$ cat src/rtl/seq_pkg.sv
// Shared encodings and defaults for the serial sequence generator and detector.
package seq_pkg;

    typedef enum logic [1:0] {
        StIdle  = 2'd0,
        StShift = 2'd1,
        StGap   = 2'd2,
        StFin   = 2'd3
    } seq_state_e;

    localparam logic [3:0] PAT_0110     = 4'b0110;
    localparam logic       DEF_IDLE_BIT = 1'b1;

endpackage

$ cat src/rtl/seq_piso_shift.sv
// Parallel-load, shift-left register exposing its MSB.
module seq_piso_shift #(
    parameter int unsigned WIDTH = 4
) (
    input  logic             clk,
    input  logic             rst_n,
    input  logic             load,
    input  logic             shift,
    input  logic [WIDTH-1:0] data,
    output logic             msb
);

    logic [WIDTH-1:0] shift_q;

    always_ff @(posedge clk or negedge rst_n) begin
        if (!rst_n) begin
            shift_q <= '0;
        end else if (load) begin
            shift_q <= data;
        end else if (shift) begin
            shift_q <= {shift_q[WIDTH-2:0], 1'b0};
        end
    end

    assign msb = shift_q[WIDTH-1];

endmodule

$ cat src/rtl/sequence_generator.sv
// Serial pattern transmitter: sends a latched pattern MSB-first, repeated with idle gaps.
module sequence_generator
    import seq_pkg::*;
#(
    parameter int unsigned PAT_W    = 4,
    parameter int unsigned CNT_W    = 4,
    parameter int unsigned GAP      = 1,
    parameter logic        IDLE_BIT = DEF_IDLE_BIT
) (
    input  logic             clk,
    input  logic             rst_n,
    input  logic             start,
    input  logic             abort,
    input  logic [PAT_W-1:0] pattern,
    input  logic [CNT_W-1:0] repeat_cnt,
    output logic             x,
    output logic             valid,
    output logic             last,
    output logic             busy,
    output logic             done
);

    localparam int unsigned BIT_W    = (PAT_W > 1) ? $clog2(PAT_W) : 1;
    localparam int unsigned GAP_LAST = (GAP > 0) ? GAP - 1 : 0;

    seq_state_e       state_q, state_d;
    logic [BIT_W-1:0] bit_q, bit_d;
    logic [CNT_W-1:0] rep_q, rep_d;
    logic [3:0]       gap_q, gap_d;
    logic [PAT_W-1:0] pat_q, pat_d;
    logic             x_q, x_d, valid_q, valid_d, last_q, last_d;
    logic             busy_q, busy_d, done_q, done_d;

    logic             sr_load, sr_shift, sr_msb;
    logic [PAT_W-1:0] sr_data;

    // The shifter holds the bits still to come, so its MSB is always the next bit to drive.
    seq_piso_shift #(
        .WIDTH(PAT_W)
    ) u_piso (
        .clk  (clk),
        .rst_n(rst_n),
        .load (sr_load),
        .shift(sr_shift),
        .data (sr_data),
        .msb  (sr_msb)
    );

    always_comb begin
        state_d  = state_q;
        bit_d    = bit_q;
        rep_d    = rep_q;
        gap_d    = gap_q;
        pat_d    = pat_q;
        sr_load  = 1'b0;
        sr_shift = 1'b0;
        sr_data  = {pat_q[PAT_W-2:0], 1'b0};
        x_d      = IDLE_BIT;
        valid_d  = 1'b0;
        last_d   = 1'b0;
        busy_d   = 1'b0;
        done_d   = 1'b0;

        if (abort) begin
            state_d = StIdle;
            bit_d   = '0;
            rep_d   = '0;
            gap_d   = '0;
        end else begin
            unique case (state_q)
                StIdle: begin
                    if (start) begin
                        if (repeat_cnt != '0) begin
                            pat_d   = pattern;
                            rep_d   = repeat_cnt;
                            bit_d   = '0;
                            sr_load = 1'b1;
                            sr_data = {pattern[PAT_W-2:0], 1'b0};
                            state_d = StShift;
                            x_d     = pattern[PAT_W-1];
                            valid_d = 1'b1;
                            busy_d  = 1'b1;
                        end else begin
                            state_d = StFin;
                            done_d  = 1'b1;
                        end
                    end
                end
                StShift: begin
                    if (bit_q != BIT_W'(PAT_W - 1)) begin
                        sr_shift = 1'b1;
                        bit_d    = bit_q + BIT_W'(1);
                        x_d      = sr_msb;
                        valid_d  = 1'b1;
                        last_d   = (bit_q == BIT_W'(PAT_W - 2));
                        busy_d   = 1'b1;
                    end else begin
                        rep_d = rep_q - CNT_W'(1);
                        if (rep_q == CNT_W'(1)) begin
                            state_d = StFin;
                            done_d  = 1'b1;
                        end else if (GAP > 0) begin
                            state_d = StGap;
                            gap_d   = '0;
                            busy_d  = 1'b1;
                        end else begin
                            sr_load = 1'b1;
                            bit_d   = '0;
                            x_d     = pat_q[PAT_W-1];
                            valid_d = 1'b1;
                            busy_d  = 1'b1;
                        end
                    end
                end
                StGap: begin
                    busy_d = 1'b1;
                    if (gap_q == 4'(GAP_LAST)) begin
                        state_d = StShift;
                        sr_load = 1'b1;
                        bit_d   = '0;
                        x_d     = pat_q[PAT_W-1];
                        valid_d = 1'b1;
                    end else begin
                        gap_d = gap_q + 4'd1;
                    end
                end
                StFin: begin
                    state_d = StIdle;
                end
                default: begin
                    state_d = StIdle;
                end
            endcase
        end
    end

    always_ff @(posedge clk or negedge rst_n) begin
        if (!rst_n) begin
            state_q <= StIdle;
            bit_q   <= '0;
            rep_q   <= '0;
            gap_q   <= '0;
            pat_q   <= '0;
            x_q     <= IDLE_BIT;
            valid_q <= 1'b0;
            last_q  <= 1'b0;
            busy_q  <= 1'b0;
            done_q  <= 1'b0;
        end else begin
            state_q <= state_d;
            bit_q   <= bit_d;
            rep_q   <= rep_d;
            gap_q   <= gap_d;
            pat_q   <= pat_d;
            x_q     <= x_d;
            valid_q <= valid_d;
            last_q  <= last_d;
            busy_q  <= busy_d;
            done_q  <= done_d;
        end
    end

    assign x     = x_q;
    assign valid = valid_q;
    assign last  = last_q;
    assign busy  = busy_q;
    assign done  = done_q;

endmodule

$ cat config.mk
export PLATFORM = sky130hd
export DESIGN_NAME = sequence_generator
export DESIGN_NICKNAME = d
export VERILOG_FILES = /design/src/rtl/seq_pkg.sv /design/src/rtl/seq_piso_shift.sv /design/src/rtl/sequence_generator.sv
export SDC_FILE = /design/constraint.sdc
export NUM_CORES = 1
export LEC_CHECK = 0
export ABC_AREA = 1
export CORE_ASPECT_RATIO = 1.1
export CORE_MARGIN = 4
export CORE_UTILIZATION = 25
export DETAILED_ROUTE_END_ITERATION = 7
export SKIP_CTS_REPAIR_TIMING = 1
export SLEW_MARGIN = 20
export SYNTH_ARGS = -nofsm -noshare
export SYNTH_HDL_FRONTEND = slang
export SYNTH_HIERARCHICAL = 1
export SYNTH_SLANG_ARGS = --single-unit
$ cat constraint.sdc
create_clock -name clk -period 2.2 [get_ports clk]
set_clock_uncertainty 0.1 [all_clocks]
set_input_delay 0.22 -clock clk [delete_from_list [all_inputs] [get_ports clk]]
set_output_delay 0.22 -clock clk [all_outputs]
set_load 0.1 [all_outputs]
==> out/metrics.yaml, run 1 <==
status: "completed"
synth_fp_nets: 225
async_reset_ff_frac: 1.000
setup_violations: 0
drt_iter0_markers: 82
die-area_sq_um: 7410
cp_cell_sequence: "inv_1 -> ha_1 -> nand3_1 -> a21oi_2 -> nor2_2 -> nand2_1 -> nand3_1"
p_leak_nw: 0.9014
total_power_mw: 2.098
pre_cts_ws_ns: 0.1092
worst_ep_arrival_time_ns: 1.94
hpwl_um: 2591
gp_congestion: 0.7842
slew_violations: 0
synth_edf_count: 0
crit_path_top_delay_cell: "dfrtp_1"
path_common_cell: "nand3_1"
track_usage: 0.09958
max-cap-violations: 0
coreArea_sq_um: 5842
yosys.area.top_type_share: 0.3941
criticalPathCategory: "register to register"
path_clk_slew_ns: 0.09
cts-buffers-inserted: 3
io_buffers: 16
hold_violations: 0
post-route-min-period_ns: 1.894
syn_inst: 202
numClockSinks: 25
drive_gt1_frac: 0.1131
synth_top_area_cell: "dfrtp_1"
row_count: 29
synthFlopType: "dfrtp_1"
vias: 1286
drc: 0
critPathMaxStageDelay_ns: 0.45
synth_area_sq_um: 1524
rsz0062_at_grt: "false"
dp.cells: 294
syn_avg_cell_area_sq_um: 7.544
synth_commonest_cells: "nand2_1 (58), nand3_1 (25), dfrtp_1 (24)"
seq_area_frac_synth: 0.4113
detail-route-antenna-nets: 0
placed_area_sq_um: 1757
fin_tns_setup_ns: 0
grt_max_degree: 26
grt_pass1_wl_um: 5851
critPathCaptureType: "register"
die_w_um: 82.44
via_per_inst: 4.315
p_per_area_nw_per_um2: 1162
overflow: 0
diodes: 0
netlist_top_cells_area: "dfrtp_1 (39%), nand2_1 (14%), ha_1 (9.0%)"
initial_core_util: 0.2609
finalInstanceArea_sq_um: 1805
fin_nets: 245
cts_tree: "yes"
routed_wl_um: 3258
wire_per_inst_um: 10.93
first_pass_iters: 4
synth_most_common_cell: "nand2_1"
htree_num_levels: 1
antenna_found_initial: 0
path_max_fanout: 8
root_buffer: "clkbuf_8"
finalCritPeriodShare: 0.8607
ys_ff_latch: 25
final_util: 0.3091
ys_warn_count: 6
clk_path_buf_depth: 2
nFillCells: 629
hold_slack_ns: 0.2169
fmax_mhz: 528.1
ir_drop_v: 0.0003305
hp-class: "input port to asynchronous set/reset pin"
die_h_um: 89.89
fin_cells: 298
synthDistinctLibCells: 26
crit_path_start_kind: "register"
area_growth_pct: 18.47
grt_pass1_vias: 1312
pin_count: 17
cp.required_ns: 2.25
insertion_delay_ns: 0.27
setup_slack_ns: 0.3064
-- layout by cell type, fill, tap and decap left out, drive strengths merged --
cell type       n
nand3b          1
xor2            1
ha             11
nand4           3
clkinv          1
o21ai          18
nand2          60
buf             7
o22ai           1
a21boi          1
dfrtp          24
dfstp           1
nor2           20
xnor2           2
nand3          26
inv            24
conb            1
a21oi           4
clkbuf          4
clkdlybuf4s50  11
-- layer usage --
layer	wire, um	track usage	vias to the layer above
met4	27	0.02493	0
met3	92	0.01900	4
met1	1531	0.1273	590
li1	-	-	682
met2	1607	0.1684	10
met5	0	0	-
-- final timing paths --
| path | from | end | slack [ns] | cells past startpoint |
|---|---|---|---|---|
| min in group clk | u_piso/shift_q[0] | u_piso/shift_q[0] | 0.39 | 2 |
| max in group asynchronous | rst_n | x | 1.48 | 2 |
| worst min-delay path | rst_n | bit_q[0] | 0.22 | 2 |
| worst max-delay path | state_q[0] | u_piso/shift_q[2] | 0.31 | 7 |
| worst min register to register | u_piso/shift_q[0] | u_piso/shift_q[0] | 0.39 | 2 |
| worst max register to register | state_q[0] | u_piso/shift_q[2] | 0.31 | 7 |
-- worst max-delay path: cells and delay by family, from the launching register on --
kind            cells  cell delay, ns
flops               1            0.45
fa+ha+maj           1            0.24
buf+inv             1            0.15
simple gates        4            0.50
compound gates      1            0.35
-- power breakdown --
part | switching (mW) | internal [mW] | total (mW)
clock network | 0.143 | 0.129 | 0.272
registers | 0.0988 | 0.612 | 0.711
logic | 0.758 | 0.356 | 1.11
-- state kept, by name, indices dropped and copies added, names as in the netlist --
signal and flops:
pat_q 4, done 1, busy 1, last 1, valid 1, state_q 2, u_piso/shift_q 4, x 1
rep_q 4, gap_q 4, bit_q 2
-- logic make-up (layout without fill, tap and decap cells) --
group,count (synthesis),after routing,synth area share
AOI/OAI and AO/OA,24,24,0.08128
xor gates and xnor gates,3,3,0.01724
adders and majority gates,11,11,0.09031
buffers and inverters,28,47,0.08045
DFF,25,25,0.4113
other,1,1,0.002461
and+or+nand+nor,110,110,0.3169
-- final cells by class --
| type | instances | area [sq um] | area share |
|---|---|---|---|
| flip-flops and latches | 25 | 626.9 | 0.3472 |
| repair buffers | 18 | 162.7 | 0.09009 |
| multi-input cells | 149 | 778.2 | 0.4310 |
| inverters | 25 | 96.34 | 0.05336 |
| clock buffers | 4 | 45.04 | 0.02495 |
| well taps | 77 | 96.34 | 0.05336 |
Note: power is estimated with default switching activity, not from simulation.
==> inputs of run 2 (changes only) <==
Settings changed: CORE_UTILIZATION 25 to 58, CTS_BUF_LIST set to sky130_fd_sc_hd__clkbuf_4 sky130_fd_sc_hd__clkbuf_8, CTS_CLUSTER_SIZE set to 16, PLACE_DENSITY set to 0.82.
==> out/metrics.yaml, run 2 (synthesized netlist as in run 1, its figures left out) <==
critPathCaptureType: "register"  # unchanged
crit_path_start_kind: "register"  # unchanged
cts-buffers-inserted: 3  # unchanged
numClockSinks: 25  # unchanged
detail-route-antenna-nets: 0  # unchanged
io_buffers: 16  # unchanged
row_count: 19  # was 29
criticalPathCategory: "register to register"  # unchanged
total_power_mw: 2.049  # was 2.098 mW
root_buffer: "clkbuf_4"  # was clkbuf_8
worst_ep_arrival_time_ns: 1.94  # about the same
hp-class: "input port to asynchronous set/reset pin"  # unchanged
grt_max_degree: 26  # unchanged
area_growth_pct: 14.45  # was 18.47%
grt_pass1_vias: 1294  # was 1312
drive_gt1_frac: 0.1211  # was 0.1131
die_h_um: 61.76  # was 89.89 um
max-cap-violations: 0  # unchanged
mostFrequentLayoutCells: "nand2_1 (58), nand3_1 (25), dfrtp_1 (24)"  # unchanged
p_per_area_nw_per_um2: 1175  # was 1162 nW/um^2
initial_core_util: 0.6105  # was 0.2609
routed_wl_um: 3145  # was 3258 um
hold_violations: 0  # unchanged
slew_violations: 0  # unchanged
nFillCells: 230  # was 629
hold_slack_ns: 0.1283  # was 0.2169 ns
ir_drop_v: 0.0008537  # was 0.0003305 V
cp_cell_sequence: "inv_1 -> ha_1 -> nand3_1 -> a21oi_1 -> buf_4 -> inv_2 -> nand3_1 -> nand3_1"  # was inv_1 -> ha_1 -> nand3_1 -> a21oi_2 -> nor2_2 -> nand2_1 -> nand3_1
path_max_fanout: 8  # unchanged
p_leak_nw: 0.9070  # was 0.9014 nW
track_usage: 0.2001  # was 0.09958
htree_num_levels: 1  # unchanged
hpwl_um: 2495  # was 2591 um
status: "completed"  # unchanged
coreArea_sq_um: 2496  # was 5842 sq um
diodes: 0  # unchanged
grt_pass1_wl_um: 5437  # was 5851 um
final_common_cell: "nand2_1"  # unchanged
setup_slack_ns: 0.3760  # was 0.3064 ns
fin_tns_setup_ns: 0  # unchanged
antenna_found_initial: 0  # unchanged
overflow: 0  # unchanged
first_pass_iters: 4  # unchanged
finalCritPeriodShare: 0.8291  # was 0.8607
rsz0062_at_grt: "false"  # unchanged
path_clk_slew_ns: 0.14  # was 0.09 ns
die-area_sq_um: 3513  # was 7410 sq um
cts_tree: "yes"  # unchanged
drt_iter0_markers: 36  # was 82
die_w_um: 56.88  # was 82.44 um
insertion_delay_ns: 0.33  # was 0.27 ns
cp.required_ns: 2.32  # was 2.25 ns
wire_per_inst_um: 12.38  # was 10.93 um
clk_path_buf_depth: 2  # unchanged
fin_cells: 254  # was 298
dp.cells: 250  # was 294
pin_count: 17  # unchanged
setup_violations: 0  # unchanged
critPathMaxStageDelay_ns: 0.46  # was 0.45 ns
path_common_cell: "nand3_1"  # unchanged
drc: 0  # unchanged
fin_nets: 247  # was 245
gp_congestion: 0.8727  # was 0.7842
crit_path_top_delay_cell: "dfrtp_1"  # unchanged
post-route-min-period_ns: 1.824  # was 1.894 ns
via_per_inst: 5.327  # was 4.315
pre_cts_ws_ns: 0.3649  # was 0.1092 ns
vias: 1353  # was 1286
fmax_mhz: 548.2  # was 528.1 MHz
==> run 2: worst max-delay path, delay by kind of cell (launching register included) <==
family	cells	cell delay (ns)
AND/OR/NAND/NOR	3	0.36
buffers and inverters	3	0.36
flip-flops	1	0.46
adder cells (fa/ha/maj)	1	0.23
AO/OA/AOI/OAI	1	0.20
==> run 2: path summary, 6_finish.rpt <==
kind,start,endpoint,slack [ns],cells after the start
setup / recovery,state_q[0],u_piso/shift_q[1],0.38,8
hold / removal,rst_n,rep_q[1],0.13,2
setup reg to reg,state_q[0],u_piso/shift_q[1],0.38,8
hold reg to reg,u_piso/shift_q[2],u_piso/shift_q[2],0.40,2
max in group asynchronous,rst_n,x,1.56,2
min in group clk,pattern[0],pat_q[0],0.36,3
==> run 2: layout make-up <==
| cell class | instances | area [sq um] | share of cell area |
|---|---|---|---|
| Clock buffer | 4 | 30.03 | 0.01722 |
| Sequential cell | 25 | 626.9 | 0.3594 |
| Inverter | 25 | 96.34 | 0.05524 |
| Multi-Input combinational cell | 149 | 774.5 | 0.4440 |
| Timing Repair Buffer | 20 | 177.7 | 0.1019 |
| Tap cell | 31 | 38.79 | 0.02224 |
==> run 2: power by group <==
part	leakage [nW]	switching, mW	internal, mW
clock network	0.0184	0.141	0.0834
logic	0.562	0.748	0.363
registers	0.327	0.102	0.611
==> run 2: metal layers <==
layer,vias up,part of all wire,global-route usage
met1,635,0.45,0.2464
met3,5,0.032,0.03512
met5,-,0,0
li1,689,-,-
met2,24,0.50,0.3614
met4,0,0.013,0.06954
==> run 2: stage by stage <==
step                utilization  instance area, sq um
finish                   0.6987                  1744
global route             0.6987                  1744
CTS                      0.6987                  1744
detailed placement       0.6867                  1714
global placement         0.6867                  1714
floorplan                     -                  1524
==> inputs of run 3 (changes only) <==
Settings changed: CORE_UTILIZATION 58 to 52, PLACE_DENSITY 0.82 to 0.78.
Clock period 2.2 ns to 1.5 ns, I/O delays scaled along.
==> out/metrics.yaml, run 3 (synthesized netlist as in run 1, its figures left out) <==
initial_core_util: 0.5486  # was 0.6105
pin_count: 17  # unchanged
cp_cell_sequence: "inv_4 -> ha_4 -> nand4_1 -> a21oi_4 -> inv_2 -> nand3_2 -> nand3_2"  # was inv_1 -> ha_1 -> nand3_1 -> a21oi_1 -> buf_4 -> inv_2 -> nand3_1 -> nand3_1
clk_path_buf_depth: 2  # unchanged
post-route-min-period_ns: 1.675  # was 1.824 ns
grt_pass1_wl_um: 6216  # was 5437 um
violations: "negative setup slack"
io_buffers: 16  # unchanged
path_max_fanout: 6  # was 8
total_power_mw: 4.024  # was 2.049 mW
grt_max_degree: 26  # unchanged
topRoutingLayerUsed: "met4"  # unchanged
fin_nets: 277  # was 247
path_clk_slew_ns: 0.14  # about the same
rsz0062_at_grt: "true"  # was false
htree_num_levels: 1  # unchanged
row_count: 20  # was 19
final_util: 0.8090  # was 0.6987
routed_wl_um: 4127  # was 3145 um
coreArea_sq_um: 2778  # was 2496 sq um
regArea_sq_um: 629.4  # was 626.9 sq um
status: "finished with violations"  # was completed
first_pass_iters: 4  # unchanged
met3_length_um: 146  # was 100 um
nFillCells: 174  # was 230
fin_cells: 286  # was 254
multi_input_area_sq_um: 979.7  # was 774.5 sq um
cp_top_family: "flip-flops"  # unchanged
gp_congestion: 0.9319  # was 0.8727
max-cap-violations: 0  # unchanged
path_common_cell: "nand3_2"  # was nand3_1
track_usage: 0.2073  # was 0.2001
cts_tree: "yes"  # unchanged
numClockSinks: 25  # unchanged
p_leak_nw: 1.120  # was 0.9070 nW
diodes: 0  # unchanged
slew_violations: 0  # unchanged
wl_met1_um: 1658  # was 1427 um
hold_slack_ns: 0.06252  # was 0.1283 ns
overflow: 0  # unchanged
hold_violations: 0  # unchanged
finalCritPeriodShare: 1.117  # was 0.8291
crit_path_start_kind: "register"  # unchanged
drc: 0  # unchanged
critPathMaxStageDelay_ns: 0.46  # about the same
die_h_um: 64.78  # was 61.76 um
setup_violations: 16  # was 0
via_per_inst: 5.374  # was 5.327
drive_gt1_frac: 0.3715  # was 0.1211
drt_iter0_markers: 105  # was 36
grt_pass1_vias: 1493  # was 1294
wire_per_inst_um: 14.43  # was 12.38 um
critPathCaptureType: "register"  # unchanged
hpwl_um: 2992  # was 2495 um
ir_drop_v: 0.001110  # was 0.0008537 V
antenna_found_initial: 0  # unchanged
root_buffer: "clkbuf_4"  # unchanged
wl_met2_um: 2266  # was 1576 um
vias: 1537  # was 1353
crit_path_top_delay_cell: "dfrtp_2"  # was dfrtp_1
fmax_mhz: 596.9  # was 548.2 MHz
cp.required_ns: 1.62  # was 2.32 ns
cts-buffers-inserted: 3  # unchanged
setup_slack_ns: -0.1753  # was 0.3760 ns
mostFrequentLayoutCells: "nand2_1 (50), buf_4 (34), dfrtp_1 (22)"  # was nand2_1 (58), nand3_1 (25), dfrtp_1 (24)
area_growth_pct: 47.46  # was 14.45%
insertion_delay_ns: 0.32  # was 0.33 ns
path_buf_inv: 2  # was 3
dp.cells: 273  # was 250
die_w_um: 59.62  # was 56.88 um
hp-class: "input port to asynchronous set/reset pin"  # unchanged
p_per_area_nw_per_um2: 1791  # was 1175 nW/um^2
worst_ep_arrival_time_ns: 1.80  # was 1.94 ns
criticalPathCategory: "register to register"  # unchanged
detail-route-antenna-nets: 0  # unchanged
pre_cts_ws_ns: -0.2370  # was 0.3649 ns
die-area_sq_um: 3862  # was 3513 sq um
final_common_cell: "nand2_1"  # unchanged
==> run 3: layer usage <==
metal,track usage,vias to the layer above
met5,0,-
met4,0.07202,0
met3,0.01992,7
met2,0.3880,47
met1,0.2374,730
li1,-,753
==> run 3: power breakdown <==
group | leakage [nW] | internal, mW | switching, mW
Sequential | 0.324 | 0.904 | 0.189
Combinational | 0.778 | 1.12 | 1.49
Clock | 0.0184 | 0.122 | 0.195
Total | 1.12 | 2.15 | 1.88
==> run 3: layout make-up <==
class / count / area share
Clock buffer: 4 / 0.01336
Inverter: 25 / 0.04510
Multi-Input combinational cell: 149 / 0.4360
Sequential cell: 25 / 0.2801
Tap cell: 33 / 0.01837
Timing Repair Buffer: 50 / 0.2071
==> run 3: final timing paths <==
kind / from / end / slack (ns) / cells past startpoint
setup / recovery: state_q[0] / u_piso/shift_q[1] / -0.18 / 7
hold / removal: rst_n / rep_q[0] / 0.06 / 2
setup reg to reg: state_q[0] / u_piso/shift_q[1] / -0.18 / 7
hold reg to reg: u_piso/shift_q[0] / u_piso/shift_q[0] / 0.42 / 2
max in group asynchronous: rst_n / x / 0.92 / 2
min in group clk: pattern[0] / pat_q[0] / 0.29 / 3
==> run 3: metrics by stage <==
step           area (sq um)  setup TNS [ns]
3_5_place_dp           1973          -2.899
4_1_cts                2003          -3.409
3_3_place_gp           1973          -1.886
5_1_grt                2247          -3.145
6_report               2247          -1.956
2_1_floorplan          1564               0
